**src/rtl/forward_hazard_unit.sv**
```systemverilog
// Forwarding-select and stall/flush generator for a 5-stage pipeline.
// Tracks the E, M and W occupants itself, so only decode fields and the EX branch outcome come in.
module forward_hazard_unit #(
  parameter int REG_W  = 4,
  parameter int PC_REG = 15
) (
  input  logic             clk,
  input  logic             reset,
  input  logic             id_valid,
  input  logic [REG_W-1:0] id_rn,
  input  logic [REG_W-1:0] id_rm,
  input  logic [REG_W-1:0] id_rd,
  input  logic             id_regwrite,
  input  logic             id_memtoreg,
  input  logic             branch_taken_e,
  output logic [1:0]       forward_a_e,
  output logic [1:0]       forward_b_e,
  output logic             stall_f,
  output logic             stall_d,
  output logic             flush_d,
  output logic             flush_e
);

  localparam logic [REG_W-1:0] PC_IDX = REG_W'(PC_REG);

  logic             e_valid_q, e_valid_d;
  logic [REG_W-1:0] e_rn_q, e_rn_d;
  logic [REG_W-1:0] e_rm_q, e_rm_d;
  logic [REG_W-1:0] e_rd_q, e_rd_d;
  logic             e_regwrite_q, e_regwrite_d;
  logic             e_memtoreg_q, e_memtoreg_d;

  logic             m_valid_q, m_valid_d;
  logic [REG_W-1:0] m_rd_q, m_rd_d;
  logic             m_regwrite_q, m_regwrite_d;
  logic             m_memtoreg_q, m_memtoreg_d;

  logic             w_valid_q, w_valid_d;
  logic [REG_W-1:0] w_rd_q, w_rd_d;
  logic             w_regwrite_q, w_regwrite_d;

  logic             lduse;
  logic             bubble_e;

  // A load in E whose result the decode instruction needs cannot be forwarded in time.
  always_comb begin
    lduse = id_valid & e_valid_q & e_memtoreg_q & e_regwrite_q
          & ((e_rd_q == id_rn) | (e_rd_q == id_rm))
          & (e_rd_q != PC_IDX);
    bubble_e = branch_taken_e | lduse;
  end

  // Control outputs are forced low while reset is held, whatever the inputs do.
  always_comb begin
    stall_f = 1'b0;
    stall_d = 1'b0;
    flush_d = 1'b0;
    flush_e = 1'b0;
    if (!reset) begin
      stall_f = lduse & ~branch_taken_e;
      stall_d = lduse & ~branch_taken_e;
      flush_d = branch_taken_e;
      flush_e = bubble_e;
    end
  end

  generate
    for (genvar gi = 0; gi < 2; gi++) begin : gen_fwd
      logic [REG_W-1:0] src;
      logic             m_hit;
      logic             w_hit;
      logic [1:0]       sel;

      assign src   = (gi == 0) ? e_rn_q : e_rm_q;
      // Loads are still in memory while in M, so only ALU results forward from there.
      assign m_hit = m_valid_q & m_regwrite_q & ~m_memtoreg_q & (m_rd_q == src);
      assign w_hit = w_valid_q & w_regwrite_q & (w_rd_q == src);
      assign sel   = ((src == PC_IDX) || !e_valid_q) ? 2'b00 :
                     m_hit                           ? 2'b10 :
                     w_hit                           ? 2'b01 : 2'b00;
    end
  endgenerate

  assign forward_a_e = gen_fwd[0].sel;
  assign forward_b_e = gen_fwd[1].sel;

  always_comb begin
    w_valid_d    = m_valid_q;
    w_rd_d       = m_rd_q;
    w_regwrite_d = m_regwrite_q;

    m_valid_d    = e_valid_q;
    m_rd_d       = e_rd_q;
    m_regwrite_d = e_regwrite_q;
    m_memtoreg_d = e_memtoreg_q;

    e_valid_d    = id_valid & ~bubble_e;
    e_rn_d       = id_rn;
    e_rm_d       = id_rm;
    e_rd_d       = id_rd;
    e_regwrite_d = id_regwrite;
    e_memtoreg_d = id_memtoreg;
  end

  always_ff @(posedge clk or posedge reset) begin
    if (reset) begin
      e_valid_q    <= 1'b0;
      e_rn_q       <= '0;
      e_rm_q       <= '0;
      e_rd_q       <= '0;
      e_regwrite_q <= 1'b0;
      e_memtoreg_q <= 1'b0;
      m_valid_q    <= 1'b0;
      m_rd_q       <= '0;
      m_regwrite_q <= 1'b0;
      m_memtoreg_q <= 1'b0;
      w_valid_q    <= 1'b0;
      w_rd_q       <= '0;
      w_regwrite_q <= 1'b0;
    end else begin
      e_valid_q    <= e_valid_d;
      e_rn_q       <= e_rn_d;
      e_rm_q       <= e_rm_d;
      e_rd_q       <= e_rd_d;
      e_regwrite_q <= e_regwrite_d;
      e_memtoreg_q <= e_memtoreg_d;
      m_valid_q    <= m_valid_d;
      m_rd_q       <= m_rd_d;
      m_regwrite_q <= m_regwrite_d;
      m_memtoreg_q <= m_memtoreg_d;
      w_valid_q    <= w_valid_d;
      w_rd_q       <= w_rd_d;
      w_regwrite_q <= w_regwrite_d;
    end
  end

endmodule

```
**config.mk**
```make
export PLATFORM = sky130hd
export DESIGN_NAME = forward_hazard_unit
export DESIGN_NICKNAME = d
export VERILOG_FILES = /design/src/rtl/forward_hazard_unit.sv
export SDC_FILE = /design/constraint.sdc
export NUM_CORES = 1
export LEC_CHECK = 0
export ABC_AREA = 1
export CORE_MARGIN = 2
export CORE_UTILIZATION = 56
export CTS_BUF_LIST = sky130_fd_sc_hd__clkbuf_4 sky130_fd_sc_hd__clkbuf_8
export DETAILED_ROUTE_END_ITERATION = 6
export GPL_TIMING_DRIVEN = 0
export PLACE_DENSITY = 0.94
export SLEW_MARGIN = 20
export SYNTH_ARGS = -nofsm -noshare
export SYNTH_HDL_FRONTEND = slang
export SYNTH_SLANG_ARGS = --single-unit
```
**constraint.sdc**
```tcl
create_clock -name clk -period 3 [get_ports clk]
set_input_delay 0.6 -clock clk [delete_from_list [all_inputs] [get_ports clk]]
set_output_delay 0.6 -clock clk [all_outputs]
set_load 0.01 [all_outputs]
```
Word-level counts from Yosys, hierarchy flattened
Index checks and enable logic that the tools add are counted.

word-level totals
  bits in registers = 28
  input bits = 18
  output and inout bits = 8
  logic and storage cells = 53

cells by class
  equality and inequality tests = 9
  mux-type cells = 9
  reductions and logical operators = 3
  bitwise gates (word level) = 19

operators with widths
  cell                                   count
  == test 4 bit                          6
  bitwise AND 1 bit                      14
  == test 4 bit (second input constant)  2
  two-way mux 2 bit                      4
  two-way mux 1 bit                      5
  != test 4 bit (second input constant)  1
  NOT 1 bit                              3
  logical OR 1 bit                       2
  bitwise OR 1 bit                       2
  zero test 1 bit                        1

Longest topological paths before layout
  depth in word-level cells = 8
  depth in mapped cells = 9
  gate-level depth less buffers = 9

Worst setup path after synthesis
OpenSTA, ideal clock, no wires.

  kind = in2out
  start point = input reset
  end point = output stall_f
  arrival time = 1715 ps
  required time = 2400 ps
  stages = 4
  buffers on the path = 1
  slack = 685 ps
  path through = inv_1 -> nand2_1 -> nor2_1 -> buf_4

on the way
  word-level cells in the longest chain between the ends = 1

RTL lines
  what               line  text
  start, declared    8     input logic reset,
  two-way mux 1 bit  --
  end, declared      18    output logic stall_f,

No other way between the ends.

Worst setup path after layout
  start point = input id_rm[3]
  end point = output flush_e

on the way
  word-level cells in the longest chain between the ends = 6

RTL lines
  what               line  text
  start, declared    11    input logic [REG_W-1:0] id_rm,
  == test 4 bit      48    & ((e_rd_q == id_rn) | (e_rd_q == id_rm))
  bitwise OR 1 bit   48
  bitwise AND 1 bit  48
  bitwise AND 1 bit  49    & (e_rd_q != PC_IDX);
  bitwise OR 1 bit   50    bubble_e = branch_taken_e | lduse;
  two-way mux 1 bit  59    if (!reset) begin
  end, declared      21    output logic flush_e

No other way between the ends.

==> impl_metrics.prom <==
# TYPE chip_impl_metric gauge
chip_impl_metric{name="instances_no_fill",unit=""} 195
chip_impl_metric{name="place.gp.congestion",unit=""} 0.8609
chip_impl_metric{name="wl_met3",unit="microns"} 112
chip_impl_metric{name="detail_route.drc_violations",unit=""} 0
chip_impl_metric{name="yosys_register_bits",unit=""} 28
chip_impl_metric{name="htree_num_levels",unit=""} 1
chip_impl_metric{name="drt-vias-per-instance",unit=""} 4.949
chip_impl_info{name="worst-setup-path-type",value="in2out"} 1
chip_impl_metric{name="antenna_found_initial",unit=""} 0
chip_impl_metric{name="route.met2.wl",unit="microns"} 1238
chip_impl_metric{name="via_count_of_the_first_global_routing_pass",unit=""} 953
chip_impl_metric{name="placed_cell_area",unit="sq um"} 1503
chip_impl_metric{name="powerDensity",unit="nW/um^2"} 419.0
chip_impl_info{name="cp_common_cell",value="sky130_fd_sc_hd__nand2_1"} 1
chip_impl_metric{name="max_cap_viol_count",unit=""} 0
chip_impl_metric{name="die_area",unit="sq um"} 2565
chip_impl_metric{name="pin_count",unit=""} 26
chip_impl_metric{name="postSynthAreaPerCell",unit="sq um"} 8.831
chip_impl_metric{name="start_util",unit=""} 0.6088
chip_impl_metric{name="timing.hold.ws",unit="ns"} 0.3905
chip_impl_metric{name="fin_area",unit="sq um"} 1546
chip_impl_metric{name="n_antenna_cell",unit=""} 0
chip_impl_metric{name="post_synth_inst_count",unit=""} 138
chip_impl_metric{name="grt_pass1_wl",unit="microns"} 3815
chip_impl_metric{name="post_synth_cell_types",unit=""} 19
chip_impl_metric{name="mappedNetlistArea",unit="sq um"} 1219
chip_impl_info{name="cts_root_buf",value="sky130_fd_sc_hd__clkbuf_4"} 1
chip_impl_metric{name="static_leakage",unit="nW"} 0.7834
chip_impl_metric{name="post-place-cells",unit=""} 190
chip_impl_metric{name="report.final.slew_viol_count",unit=""} 0
chip_impl_metric{name="synth_top_cell_area_share",unit=""} 0.5749
chip_impl_info{name="crit_slowest_cell",value="sky130_fd_sc_hd__clkdlybuf4s50_1"} 1
chip_impl_info{name="cp-end-kind",value="primary output"} 1
chip_impl_metric{name="dr.pass1.iters",unit=""} 4
chip_impl_metric{name="cts_buffer_depth",unit=""} 2
chip_impl_metric{name="worst-endpoint-required",unit="ns"} 2.40
chip_impl_info{name="grt_setup_unrepaired",value="no"} 1
chip_impl_metric{name="postLayoutCoreUtil",unit=""} 0.7725
chip_impl_metric{name="fmax",unit="MHz"} 347.2
chip_impl_metric{name="ys_seq_area_frac",unit=""} 0.5749
chip_impl_info{name="outcome",value="completed"} 1
chip_impl_metric{name="antenna_left",unit=""} 0
chip_impl_metric{name="fin_crit_sh",unit=""} 0.9600
chip_impl_info{name="worstPathCellList",value="clkdlybuf4s50_1 > inv_1 > nand2_1 > nand2_1 > nor2_2 > nand2_1 > nand2_1 > nand2_2 > a21oi_2 > clkdlybuf4s50_1"} 1
chip_impl_metric{name="timing_worst_slew_pin_value",unit="ns"} 0.6005
chip_impl_metric{name="clock_sink_count",unit=""} 28
chip_impl_metric{name="routed-via-count",unit=""} 965
chip_impl_metric{name="met1_length",unit="microns"} 897
chip_impl_info{name="min-delay-start",value="m_regwrite_q"} 1
chip_impl_metric{name="placement_rows",unit=""} 16
chip_impl_metric{name="worst_clock_skew",unit="ns"} 0.001498
chip_impl_info{name="tritoncts_clock_tree",value="yes"} 1
chip_impl_info{name="cp-startpoint",value="id_rm[3]"} 1
chip_impl_metric{name="fillers",unit=""} 129
chip_impl_metric{name="globalRouteTotalUtil",unit=""} 0.2006
chip_impl_metric{name="chipWidth",unit="microns"} 50.65
chip_impl_metric{name="detail_route.iter0.violations",unit=""} 26
chip_impl_metric{name="worst_ir_drop_vdd",unit="mV"} 0.3923
chip_impl_info{name="synthDominantAreaCellType",value="sky130_fd_sc_hd__dfrtp_1"} 1
chip_impl_metric{name="cp.buffers_inverters",unit=""} 3
chip_impl_metric{name="finalCriticalPeriod",unit="ns"} 2.880
chip_impl_info{name="synth_area_leaders",value="sky130_fd_sc_hd__dfrtp_1 (57%), sky130_fd_sc_hd__nand2_1 (14%), sky130_fd_sc_hd__inv_1 (6.5%)"} 1
chip_impl_metric{name="placement.setup.worst_slack",unit="ns"} -0.4151
chip_impl_metric{name="slowest_delay",unit="ns"} 0.54
chip_impl_info{name="timing.critical_path.max_delay_family",value="buffers and inverters"} 1
chip_impl_metric{name="clock_insertion_delay_worst_skew",unit="ns"} 0.31
chip_impl_metric{name="layout.nets",unit=""} 188
chip_impl_metric{name="clk_transition_reported_paths",unit="ns"} 0.13
chip_impl_metric{name="timing.final.ws_setup",unit="ns"} 0.1200
chip_impl_metric{name="slew_headroom",unit=""} 0.5975
chip_impl_metric{name="cts_hold_buf",unit=""} 0
chip_impl_metric{name="yosys_warnings",unit=""} 0
chip_impl_info{name="r2r-start",value="e_rd_q[0]"} 1
chip_impl_metric{name="wl_per_cell",unit="microns"} 11.65
chip_impl_metric{name="die_height",unit="microns"} 50.65
chip_impl_metric{name="worstPathMaxFanout",unit=""} 3
chip_impl_info{name="hp-class",value="reg2reg"} 1
chip_impl_metric{name="setup-violations-final",unit=""} 0
chip_impl_metric{name="postRouteWirelength",unit="microns"} 2271
chip_impl_metric{name="largest_net_degree_at_the_start_of_global_routing",unit=""} 15
chip_impl_metric{name="layout_cells_sized_above_1",unit=""} 0.08333
chip_impl_metric{name="syn_nets",unit=""} 156
chip_impl_metric{name="core_region",unit="sq um"} 2002
chip_impl_metric{name="final-hold-violation-count",unit=""} 0
chip_impl_metric{name="grt.overflow.total",unit=""} 0
chip_impl_metric{name="cts_buffers",unit=""} 3
chip_impl_metric{name="area_growth_syn_to_layout",unit="%"} 26.90
chip_impl_metric{name="critPathArrivalTime",unit="ns"} 2.28
chip_impl_metric{name="place_hpwl",unit="microns"} 1726
chip_impl_info{name="cp-start-kind",value="input port"} 1
chip_impl_metric{name="port_buffers",unit=""} 25
chip_impl_info{name="maxUsedRoutingLayer",value="met4"} 1
-- worst paths after layout --
check                                to  slack (ns)  cells past startpoint
setup / recovery                flush_e        0.12                     10
hold / removal             w_regwrite_q        0.39                      0
setup reg to reg              e_valid_q        1.84                      9
hold reg to reg            w_regwrite_q        0.39                      0
max in group asynchronous     e_rn_q[1]        1.86                      2
min in group asynchronous     m_rd_q[0]        0.80                      3
-- flip-flops by register name, summed over array words and instances, names as in the netlist --
signal        flops
e_memtoreg_q      1
e_rd_q            4
e_regwrite_q      1
e_rm_q            4
e_rn_q            4
e_valid_q         1
m_memtoreg_q      1
m_rd_q            4
m_regwrite_q      1
m_valid_q         1
w_rd_q            4
w_regwrite_q      1
w_valid_q         1
-- metal layers --
layer,vias to the layer above,global-route usage
li1,477,-
met1,445,0.2345
met2,39,0.3816
met3,4,0.01786
met4,0,0.06757
met5,-,0
-- layout by cell type (no fill, tap or decap), drive strengths merged --
cell type	synthesis	layout
nand4	4	4
nor3	2	2
o21a	2	2
and2	1	1
clkdlybuf4s50	0	24
nand2	45	45
nor3b	1	1
xnor2	8	8
clkbuf	0	3
o2111ai	1	1
xor2	3	3
a21oi	1	1
inv	24	23
clkinvlp	0	2
dfrtp	28	28
buf	1	2
o22ai	1	1
nor2	14	14
nand3	2	2
dlymetal6s2s	0	1
-- kinds of logic after synthesis --
| group | share of synthesized area |
|---|---|
| AND/OR/NAND/NOR | 0.2341 |
| buffers and inverters | 0.08009 |
| flip-flops | 0.5749 |
| AO/OA/AOI/OAI | 0.03183 |
| XOR/XNOR | 0.07906 |
-- Yosys cell counts --
library cell                count
sky130_fd_sc_hd__nand3_1        2
sky130_fd_sc_hd__o2111ai_1      1
sky130_fd_sc_hd__nor2_1        13
sky130_fd_sc_hd__nor3_1         2
sky130_fd_sc_hd__nand4_1        4
sky130_fd_sc_hd__nor3b_1        1
sky130_fd_sc_hd__xnor2_1        8
sky130_fd_sc_hd__dfrtp_1       28
sky130_fd_sc_hd__o21a_1         2
sky130_fd_sc_hd__a21oi_2        1
sky130_fd_sc_hd__nand2_2        1
sky130_fd_sc_hd__inv_1         21
sky130_fd_sc_hd__xor2_1         3
sky130_fd_sc_hd__and2_1         1
sky130_fd_sc_hd__o22ai_1        1
sky130_fd_sc_hd__inv_2          3
sky130_fd_sc_hd__nor2_2         1
sky130_fd_sc_hd__buf_4          1
sky130_fd_sc_hd__nand2_1       44
-- repair_timing --
item | CTS | global route
buffers inserted | 1 | 0
setup endpoints to repair | 2 | 2
pin swaps | 0 | 0
resized for setup | 1 | 2
cloned | 1 | 0
-- power by group --
part           leakage, nW  switching [mW]  internal [mW]
combinational        0.440          0.0430         0.0461
sequential           0.330          0.0182          0.397
clock               0.0138          0.0972         0.0470
-- area by class of cell --
cell class / count / area [sq um] / area share
well taps: 27 / 33.78 / 0.02184
repair inverters: 1 / 5.005 / 0.003236
repair buffers: 26 / 260.3 / 0.1683
clock buffers: 3 / 22.52 / 0.01456
multi-input cells: 85 / 422.9 / 0.2735
plain buffers: 1 / 7.507 / 0.004854
inverters: 24 / 93.84 / 0.06068
flip-flops and latches: 28 / 700.7 / 0.4531
-- metrics by stage --
| step | total power [mW] | setup TNS (ns) |
|---|---|---|
| 2_1_floorplan | 0.4662 | 0 |
| 3_3_place_gp | 0.5023 | -0.5817 |
| 3_5_place_dp | 0.5084 | -0.7376 |
| 4_1_cts | 0.6480 | 0 |
| 5_1_grt | 0.6766 | 0 |
| 6_report | 0.6480 | 0 |
No activity file was read; power rests on OpenSTA's default activity.
